===== src/rtl/ide_dma_controller.sv =====
// IDE/ATA multiword DMA sequencer: raises DMARQ, counts host strobe handshakes
// per word, splits long transfers into bursts and drives the buffer address/write strobe.
//
// state | meaning
// IDLE  | waiting for start
// REQ   | DMARQ high, waiting for DMACK
// XFER  | counting host strobes, one word per rise
// PAUSE | burst finished, waiting for DMACK release
// DONE  | one-cycle completion pulse
module ide_dma_controller #(
    parameter int BURST_WORDS = 16
) (
    input  logic       clk,
    input  logic       rst,
    input  logic       start,
    input  logic       dir,
    input  logic [7:0] word_last,
    input  logic       abort,
    input  logic       dmack_in,
    input  logic       dior_in,
    input  logic       diow_in,
    output logic       dmarq_asserted,
    output logic       dd_drive,
    output logic [7:0] buf_addr,
    output logic       buf_we,
    output logic       busy,
    output logic       done
);

    localparam logic [7:0] BURST_LAST = 8'(BURST_WORDS - 1);

    typedef enum logic [2:0] {IDLE, REQ, XFER, PAUSE, DONE} state_t;

    state_t     state, state_nx;
    logic [7:0] pos, burst_cnt, last_q;
    logic       dir_q, prev_dior, prev_diow, stop_q;
    logic       act_prev, act_cur, counting, strobe_fall, strobe_rise;
    logic       at_last, at_burst_end;

    assign act_prev     = dir_q ? prev_diow : prev_dior;
    assign act_cur      = dir_q ? diow_in : dior_in;
    assign counting     = (state == XFER) && !dmack_in;
    assign strobe_fall  = counting && act_prev && !act_cur;
    assign strobe_rise  = counting && !act_prev && act_cur;
    assign at_last      = (pos == last_q);
    assign at_burst_end = (burst_cnt == BURST_LAST);

    always_comb begin
        state_nx = state;
        case (state)
            IDLE:    if (start) state_nx = REQ;
            REQ:     if (!dmack_in) state_nx = XFER;
            XFER: begin
                if (strobe_rise) begin
                    if (at_last)           state_nx = DONE;
                    else if (at_burst_end) state_nx = PAUSE;
                end
            end
            PAUSE:   if (dmack_in) state_nx = REQ;
            DONE:    state_nx = IDLE;
            default: state_nx = IDLE;
        endcase
        if (abort) state_nx = IDLE;
    end

    always_ff @(posedge clk) begin
        if (rst) begin
            state     <= IDLE;
            pos       <= '0;
            burst_cnt <= '0;
            last_q    <= '0;
            dir_q     <= 1'b0;
            stop_q    <= 1'b0;
            prev_dior <= 1'b1;
            prev_diow <= 1'b1;
        end else begin
            state     <= state_nx;
            prev_dior <= dior_in;
            prev_diow <= diow_in;
            if (abort) begin
                stop_q <= 1'b0;
            end else if (state == IDLE && start) begin
                dir_q     <= dir;
                last_q    <= word_last;
                pos       <= '0;
                burst_cnt <= '0;
                stop_q    <= 1'b0;
            end else if (strobe_rise) begin
                stop_q <= 1'b0;
                // the final word leaves pos on itself so buf_addr still names it
                if (!at_last) begin
                    pos <= pos + 8'd1;
                    if (at_burst_end) burst_cnt <= '0;
                    else              burst_cnt <= burst_cnt + 8'd1;
                end
            end else if (strobe_fall && (at_last || at_burst_end)) begin
                stop_q <= 1'b1;
            end
        end
    end

    assign dmarq_asserted = (state == REQ) || ((state == XFER) && !stop_q);
    assign dd_drive       = !dir_q && (state == XFER) && !dmack_in && !dior_in;
    assign buf_addr       = pos;
    assign buf_we         = dir_q && strobe_rise;
    assign busy           = (state != IDLE);
    assign done           = (state == DONE);

endmodule


===== config.mk =====
export PLATFORM = sky130hd
export DESIGN_NAME = ide_dma_controller
export DESIGN_NICKNAME = d
export VERILOG_FILES = /design/src/rtl/ide_dma_controller.sv
export SDC_FILE = /design/constraint.sdc
export NUM_CORES = 1
export LEC_CHECK = 0
export BUFFER_PORTS_ARGS = -buffer_cell sky130_fd_sc_hd__buf_2
export CORE_MARGIN = 5
export CORE_UTILIZATION = 58
export DETAILED_ROUTE_END_ITERATION = 10
export GPL_TIMING_DRIVEN = 1
export PLACE_DENSITY = 0.95
export REMOVE_ABC_BUFFERS = 1
export SYNTH_ARGS = -nofsm -noshare
export SYNTH_HDL_FRONTEND = slang
export SYNTH_SLANG_ARGS = --single-unit

===== constraint.sdc =====
create_clock -name clk -period 4.2 [get_ports clk]
set_clock_uncertainty 0.05 [all_clocks]
set_input_delay 0 -clock clk [delete_from_list [all_inputs] [get_ports clk]]
set_output_delay 0 -clock clk [all_outputs]
set_load 0.01 [all_outputs]

==> results of run 1 <==
## stage by stage
step	hold slack, ps	cell area, µm²	instances	utilization
floorplan	0.692	1550	183	-
finish	55.9	2010	269	0.747
CTS	1.04	2010	269	0.747
global route	48.5	2010	269	0.747
global placement	171	1730	242	0.644
detailed placement	173	1730	242	0.644
## layout by cell type, fill, tap and decap left out, types with 2 or more instances in the layout
| cell type | n |
|---|---|
| a21oi_1 | 21 |
| a22oi_1 | 3 |
| buf_2 | 28 |
| clkbuf_4 | 5 |
| dfxtp_1 | 31 |
| dlygate4sd3_1 | 19 |
| ha_1 | 2 |
| inv_1 | 7 |
| mux2i_1 | 4 |
| nand2_1 | 27 |
| nand3_1 | 12 |
| nand4_1 | 3 |
| nor2_1 | 9 |
| nor3_1 | 7 |
| nor4_1 | 2 |
| o2111ai_1 | 2 |
| o211ai_1 | 2 |
| o21a_1 | 3 |
| o21ai_0 | 5 |
| o31ai_1 | 2 |
| or2_2 | 3 |
| or3_1 | 6 |
| or4_1 | 2 |
| xnor2_1 | 8 |
## registers in the layout, indices dropped and copies added, names as in the netlist
| name | cells |
|---|---|
| stop_q | 1 |
| state | 3 |
| burst_cnt | 8 |
| buf_addr | 8 |
| last_q | 8 |
| prev_dior | 1 |
| dir_q | 1 |
| prev_diow | 1 |
## layout make-up
class,count,area share
Clock buffer,6,0.0256
Clock inverter,2,0.0175
Inverter,7,0.0131
Multi-Input combinational cell,145,0.450
Sequential cell,31,0.309
Tap cell,31,0.0193
Timing Repair Buffer,47,0.165
## kinds of logic after synthesis
| kind of cell | synth area share |
|---|---|
| buffers and inverters | 0.0394 |
| XOR/XNOR | 0.0442 |
| AO/OA/AOI/OAI | 0.200 |
| AND/OR/NAND/NOR | 0.285 |
| flip-flops | 0.391 |
| adder cells (fa/ha/maj) | 0.0158 |
| multiplexers | 0.0252 |
## worst max-delay path by stage
stage / end / slack (ps) / cells past startpoint
floorplan: buf_addr[5]$_SDFFE_PP0P_ / 2070 / 5
global placement: burst_cnt[4]$_SDFFE_PP0P_ / 1820 / 5
detailed placement: burst_cnt[4]$_SDFFE_PP0P_ / 1730 / 5
CTS: last_q[4]$_SDFFE_PP0P_ / 1500 / 5
global route: last_q[5]$_SDFFE_PP0P_ / 1020 / 5
finish: last_q[5]$_SDFFE_PP0P_ / 1140 / 5
## worst max-delay path, cell delays in order, from the launching register on
cell and delay (ps):
dfxtp_1 400, nor4b_1 990, nand2_1 600, nand2_1 210
a21oi_1 90, dlygate4sd3_1 610
## timing repair
| item | 4_1_cts | 5_1_grt |
|---|---|---|
| endpoints found under the setup margin | 0 | 0 |
| endpoints found under the hold margin | 15 | 0 |
| hold buffers | 19 | 0 |
## where the power goes
group	switching, mW	total, mW	internal, mW
combinational	0.0477	0.0806	0.0329
sequential	0.00616	0.306	0.300
clock	0.117	0.258	0.141
total	0.171	0.644	0.473
## routing by layer
layer,wire [µm],GRT usage,up-vias,part of all wire
met2,2470,0.451,175,0.44
met1,1920,0.346,819,0.34
met4,511,0.241,0,0.091
met5,0,0,-,0
li1,-,-,776,-
met3,687,0.0847,53,0.12
==> results.md, run 1 <==
* Status: finished, final reports clean
* 1st-pass router iterations at 5
* Top cell type's share of synthesized area at 0.391
* R2R Path End: last_q[5]$_SDFFE_PP0P_
* Crit Path Max Fanout at 13
* Final TNS setup at 0 ps
* EDFF count, synth at 0
* Required time of the critical path at 4390 ps
* # IOs at 29
* Ant. Diodes at 0
* Crit path from: state[2]$_SDFFE_PP0P_
* Most instantiated cells after synthesis: 31 x dfxtp_1, 27 x nand2_1, 21 x a21oi_1
* Routed length per placed instance at approximately 21 µm
* CTS Sinks at 31
* Initial Util at 0.591
* CP arrival at 3250 ps
* Most frequent cell after synthesis: dfxtp_1
* Layout cell share with drive strength beyond 1 at 0.206
* Clk buf depth at 2
* Register area share after synthesis at 0.391
* Part of the cycle the worst path needs at 0.728
* Setup Buffers After CTS at 0
* Slew Limit Fails at 0
* Slew @ Worst Pin at between 1000 and 1500 ps
* Setup CP Type: flop to flop
* Standard-cell rows at 19
* GPL Wtd Cong at just over 0.8
* Post-CTS Resized at 0
* Cell accounting for the most synthesized area: dfxtp_1
* Ys Warns at 0
* Post-DP HPWL at between 2000 and 3000 µm
* VDD IR-drop max at around 0.0004 V
* Die height at about 62 µm
* Final WL at 5590 µm
* Kind of end point of the critical path: flop
* Synth Flop Type: dfxtp_1
* # Max-Cap Violations at 0
* Vias in the first global route at between 1500 and 2000
* Distinct cells, synth at 46
* Area Growth Syn to Fin at 26.4%
* Synth area leaders: dfxtp_1 39%, a21oi_1 6.6%, nand2_1 6.4%
* Fin crit period at approximately 3100 ps
* Reg2reg setup slack at between 1000 and 1500 ps
* Max_slew headroom at 0.238
* Total power at roughly 0.64 mW
* Synth Cell Area at between 0.0015 and 0.002 mm²
* Average cell area after synthesis at ~8.4 µm²
* Nets at approximately 260
* Total GRT Usage at 0.298
* Pre-CTS WS at 1730 ps
* Clk slew on worst S/H paths at 110 ps
* Largest net degree at the start of global routing at 25
* Final-layout fill cell count at approximately 160
* H-Tree Depth at 2
* Vias per Instance at approximately 6.8
* Clk_lat worst skew at approximately 350 ps
* Routed Antenna Nets at 0
* Synth Register Bits at 31
* Hold Crit Start: rst
* Setup Viol. Count Final at 0
* Die width at between 60 and 70 µm
* DR iter-0 viols at between 150 and 200
* Async set-reset flop share out of synthesis at 0
* Final Hold Viols at 0
* Worst R2R Start: state[2]$_SDFFE_PP0P_
* Multi-input logic area at around 900 µm²
* Fmax at between 300 and 400 MHz
* Die Footprint at around 0.0039 mm²
* Min-Delay Path Class: input port to flop
* WHS Path Cells at 2
* Final setup margin at about 1100 ps
* Startpoint Class: flop
* CTS buffer count at 5
* GRT overflow at 0
* Synth Instances at between 150 and 200
* Placeable Area at 0.00269 mm²
* Worst Hold Path EP: last_q[6]$_SDFFE_PP0P_
* TritonCTS clock tree: done
* First-pass GRT wire length at slightly above 9000 µm
* DR DRC count at 0
* Initial antenna violation count at 0
* Sequential Area at ~620 µm²
* PortBufs at 28
* CTS root buffer: clkbuf_4
* RSZ-0062 raised after global routing: no
* Via count at roughly 1800
* Power per Cell Area at roughly 320 mW/mm²
* P_leak at about 0.77 nW
* Reg2Reg Depth at 5
Note: power is estimated with default switching activity, not from simulation.
==> run 2, diff against run 1 <==
--- a/config.mk
+++ b/config.mk
@@ -5,12 +5,13 @@
 export SDC_FILE = /design/constraint.sdc
 export NUM_CORES = 1
 export LEC_CHECK = 0
+export ABC_AREA = 1
 export BUFFER_PORTS_ARGS = -buffer_cell sky130_fd_sc_hd__buf_2
 export CORE_MARGIN = 5
-export CORE_UTILIZATION = 58
+export CORE_UTILIZATION = 55
 export DETAILED_ROUTE_END_ITERATION = 10
 export GPL_TIMING_DRIVEN = 1
-export PLACE_DENSITY = 0.95
+export PLACE_DENSITY = 0.9
 export REMOVE_ABC_BUFFERS = 1
 export SYNTH_ARGS = -nofsm -noshare
 export SYNTH_HDL_FRONTEND = slang
==> constraint.sdc (replaced) <==
create_clock -name clk -period 3.19 [get_ports clk]
set_clock_uncertainty 0.05 [all_clocks]
set_input_delay 0 -clock clk [delete_from_list [all_inputs] [get_ports clk]]
set_output_delay 0 -clock clk [all_outputs]
set_load 0.01 [all_outputs]
==> run 2 against run 1 <==
Sequential cell count unchanged. Sequential share of layout area down 0.75 points. Synthesized cell count up 33%. Largest cell class unchanged. Highest routed layer unchanged.
==> results.md, run 2 <==
* Standard-cell rows at 20 (was 19)
* Cell accounting for the most synthesized area: dfxtp_1 (unchanged)
* Routed length per placed instance at 12.6 µm (was 20.8 µm)
* Fin util at 0.685 (was 0.747)
* Most frequent cell after synthesis: nand2_1 (was dfxtp_1)
* Wire length on met2 at 1980 µm (was 2470 µm)
* Synth Cell Area at 0.00170 mm² (was 0.00159 mm²)
* PortBufs at 28 (unchanged)
* Part of the cycle the worst path needs at 0.759 (was 0.728)
* Final TNS setup at 0 ps (unchanged)
* Ant. Diodes at 0 (unchanged)
* Die height at 65.7 µm (was 62.3 µm)
* Pre-CTS WS at 1020 ps (was 1730 ps)
* Top cell type's share of synthesized area at 0.364 (was 0.391)
* Total GRT Usage at 0.215 (was 0.298)
* # Max-Cap Violations at 0 (unchanged)
* # IOs at 29 (unchanged)
* Clk slew on worst S/H paths at 100 ps (was 110 ps)
* Layout cell share with drive strength beyond 1 at 0.152 (was 0.206)
* Synth Instances at 253 (was 190)
* Critical path buffer and inverter count at 3 (was 1)
* Die Footprint at 0.00431 mm² (was 0.00388 mm²)
* Fmax at 413 MHz (was 327 MHz)
* Largest net degree at the start of global routing at 28 (was 25)
* Critical path's top delay family: buffers and inverters (was simple AND/OR/NAND/NOR gates)
* Setup Buffers After CTS at 0 (unchanged)
* Initial antenna violation count at 0 (unchanged)
* CP max stage cell: dlygate4sd3_1 (was nor4b_1)
* GRT overflow at 0 (unchanged)
* DR iter-0 viols at 75 (was 169)
* Synth Register Bits at 31 (unchanged)
* Vias per Instance at 5.30 (was 6.78)
* Commonest non-fill, non-tap cell in the layout: nand2_1 (was dfxtp_1)
* Slew Limit Fails at 0 (unchanged)
* Max Used Layer: met4 (unchanged)
* Setup Viol. Count Final at 0 (unchanged)
* Routed Antenna Nets at 0 (unchanged)
* CTS buffer count at 5 (unchanged)
* CTS Sinks at 31 (unchanged)
* Initial Util at 0.567 (was 0.591)
* DR DRC count at 0 (unchanged)
* CP arrival at 2600 ps (was 3250 ps)
* Kind of end point of the critical path: flop (unchanged)
* Final WL at 4130 µm (was 5590 µm)
* EDFF count, synth at 0 (unchanged)
* Power per Cell Area at 391 mW/mm² (was 321 mW/mm²)
* Startpoint Class: flop (unchanged)
* Fin crit period at 2420 ps (was 3060 ps)
* Synth area leaders: dfxtp_1 36%, nand2_1 13%, nand3_1 9.4% (was dfxtp_1 39%, a21oi_1 6.6%, nand2_1 6.4%)
* Required time of the critical path at 3370 ps (was 4390 ps)
* Area Growth Syn to Fin at 20.6% (was 26.4%)
* Average cell area after synthesis at 6.74 µm² (was 8.35 µm²)
* CP most frequent cell: inv_1 (was nand2_1)
* Min-Delay Path Class: input port to flop (unchanged)
* Slew @ Worst Pin at 502 ps (was 1130 ps)
* Via count at 1744 (was 1823)
* Max stage delay on crit path at 570 ps (was 990 ps)
* Nets at 313 (was 255)
* Most frequent cells in the layout: 58 x nand2_1, 32 x nand3_1, 31 x dfxtp_1 (was 31 x dfxtp_1, 28 x buf_2, 27 x nand2_1)
* Max_slew headroom at 0.664 (was 0.238)
* Status: finished, final reports clean (unchanged)
* Clk buf depth at 2 (unchanged)
* Setup CP Type: flop to flop (unchanged)
* Final setup margin at 770 ps (was 1140 ps)
* CTS root buffer: clkbuf_4 (unchanged)
* TritonCTS clock tree: done (unchanged)
* H-Tree Depth at 2 (unchanged)
* Synth Flop Type: dfxtp_1 (unchanged)
* DRT met1 WL at 1760 µm (was 1920 µm)
* RSZ-0062 raised after global routing: no (unchanged)
* Most instantiated cells after synthesis: 58 x nand2_1, 32 x nand3_1, 31 x dfxtp_1 (was 31 x dfxtp_1, 27 x nand2_1, 21 x a21oi_1)
* P_leak at 0.929 nW (was 0.771 nW)
* First-pass GRT wire length at 7220 µm (was 9120 µm)
* Die width at 65.7 µm (was 62.3 µm)
* Vias in the first global route at 1674 (was 1797)
* Critical path, cell by cell: inv_1 -> nand4_1 -> inv_1 -> nand2_2 -> nand2_1 -> a21oi_1 -> dlygate4sd3_1 (was nor4b_1 -> nand2_1 -> nand2_1 -> a21oi_1 -> dlygate4sd3_1)
* Ys Warns at 0 (unchanged)
* GPL Wtd Cong at 0.809 (was 0.806)
* Final Hold Viols at 0 (unchanged)
* Register area share after synthesis at 0.364 (was 0.391)
* Post-DP HPWL at 2760 µm (was 2570 µm)
* Async set-reset flop share out of synthesis at 0 (unchanged)
* Crit Path Max Fanout at 27 (was 13)
* 1st-pass router iterations at 4 (was 5)
* Placeable Area at 0.00300 mm² (was 0.00269 mm²)
* Distinct cells, synth at 25 (was 46)
* VDD IR-drop max at 0.000375 V (was 0.000403 V)
* Metal3 WL at 275 µm (was 687 µm)
* Clk_lat worst skew at 340 ps (was 350 ps)
[run 2: changes by cell type in the layout (fill, tap and decap cells not counted), moves of 5 or more]
cell	change
a21oi_1	+5
xnor2_1	-5
inv_1	+20
or3_1	-6
nand3_1	+20
xor2_1	+8
nand2_1	+31
nor2_1	+20
[run 2: where the power goes]
part | switching (mW) | internal (mW) | total (mW) | leakage [nW]
clock network | 0.136 | 0.130 | 0.265 | 0.0386
registers | 0.00878 | 0.399 | 0.408 | 0.252
logic | 0.0811 | 0.0495 | 0.131 | 0.639
total | 0.225 | 0.579 | 0.804 | 0.929
[run 2: cell type report]
cell class / instances / area (µm²)
timing repair buffer: 43 / 290
tap: 33 / 41.3
multi-input combinational: 184 / 920
fill: 264 / 947
clock buffer: 8 / 68.8
sequential: 31 / 621
inverter: 30 / 115
[run 2: metrics by stage]
stage	std cells	hold WS (ps)	power, mW	area [µm²]
6_report	329	62.2	0.804	2060
5_1_grt	329	105	0.845	2060
4_1_cts	329	50.8	0.807	2060
3_5_place_dp	306	149	0.531	1840
3_3_place_gp	306	142	0.527	1840
2_1_floorplan	245	19.1	0.495	1660
[run 2: path summary, 6_finish.rpt]
| kind | startpoint | to | slack [ps] | depth (start not counted) |
|---|---|---|---|---|
| setup / recovery | state[0]$_SDFFE_PP0P_ | last_q[7]$_SDFFE_PP0P_ | 770 | 7 |
| hold / removal | start | state[0]$_SDFFE_PP0P_ | 60 | 5 |
| setup reg to reg | state[0]$_SDFFE_PP0P_ | last_q[7]$_SDFFE_PP0P_ | 770 | 7 |
| hold reg to reg | last_q[5]$_SDFFE_PP0P_ | last_q[5]$_SDFFE_PP0P_ | 420 | 2 |
[run 2: cell families after synthesis]
group / after synthesis / synth area share
and+or+nand+nor: 134 / 0.357
adders and majority gates: 2 / 0.0147
buffers and inverters: 38 / 0.0962
xor gates and xnor gates: 11 / 0.0565
DFF: 31 / 0.364
AOI/OAI and AO/OA: 37 / 0.112
[run 2: metal layers]
metal | up-vias | GRT usage
met5 | - | 0
met4 | 0 | 0.0984
met3 | 13 | 0.0615
met2 | 57 | 0.350
met1 | 778 | 0.261
li1 | 896 | -
[run 2: repair_timing]
item                      in CTS  in global routing
resized for setup              0                  0
hold buffers                  15                  0
hold endpoints to repair      24                  0
[run 2: worst register-to-register path: stages (launching register included)]
cell and delay (ps):
dfxtp_1 360, inv_1 110, nand4_1 260, inv_1 360, nand2_2 380, nand2_1 150
a21oi_1 70, dlygate4sd3_1 570
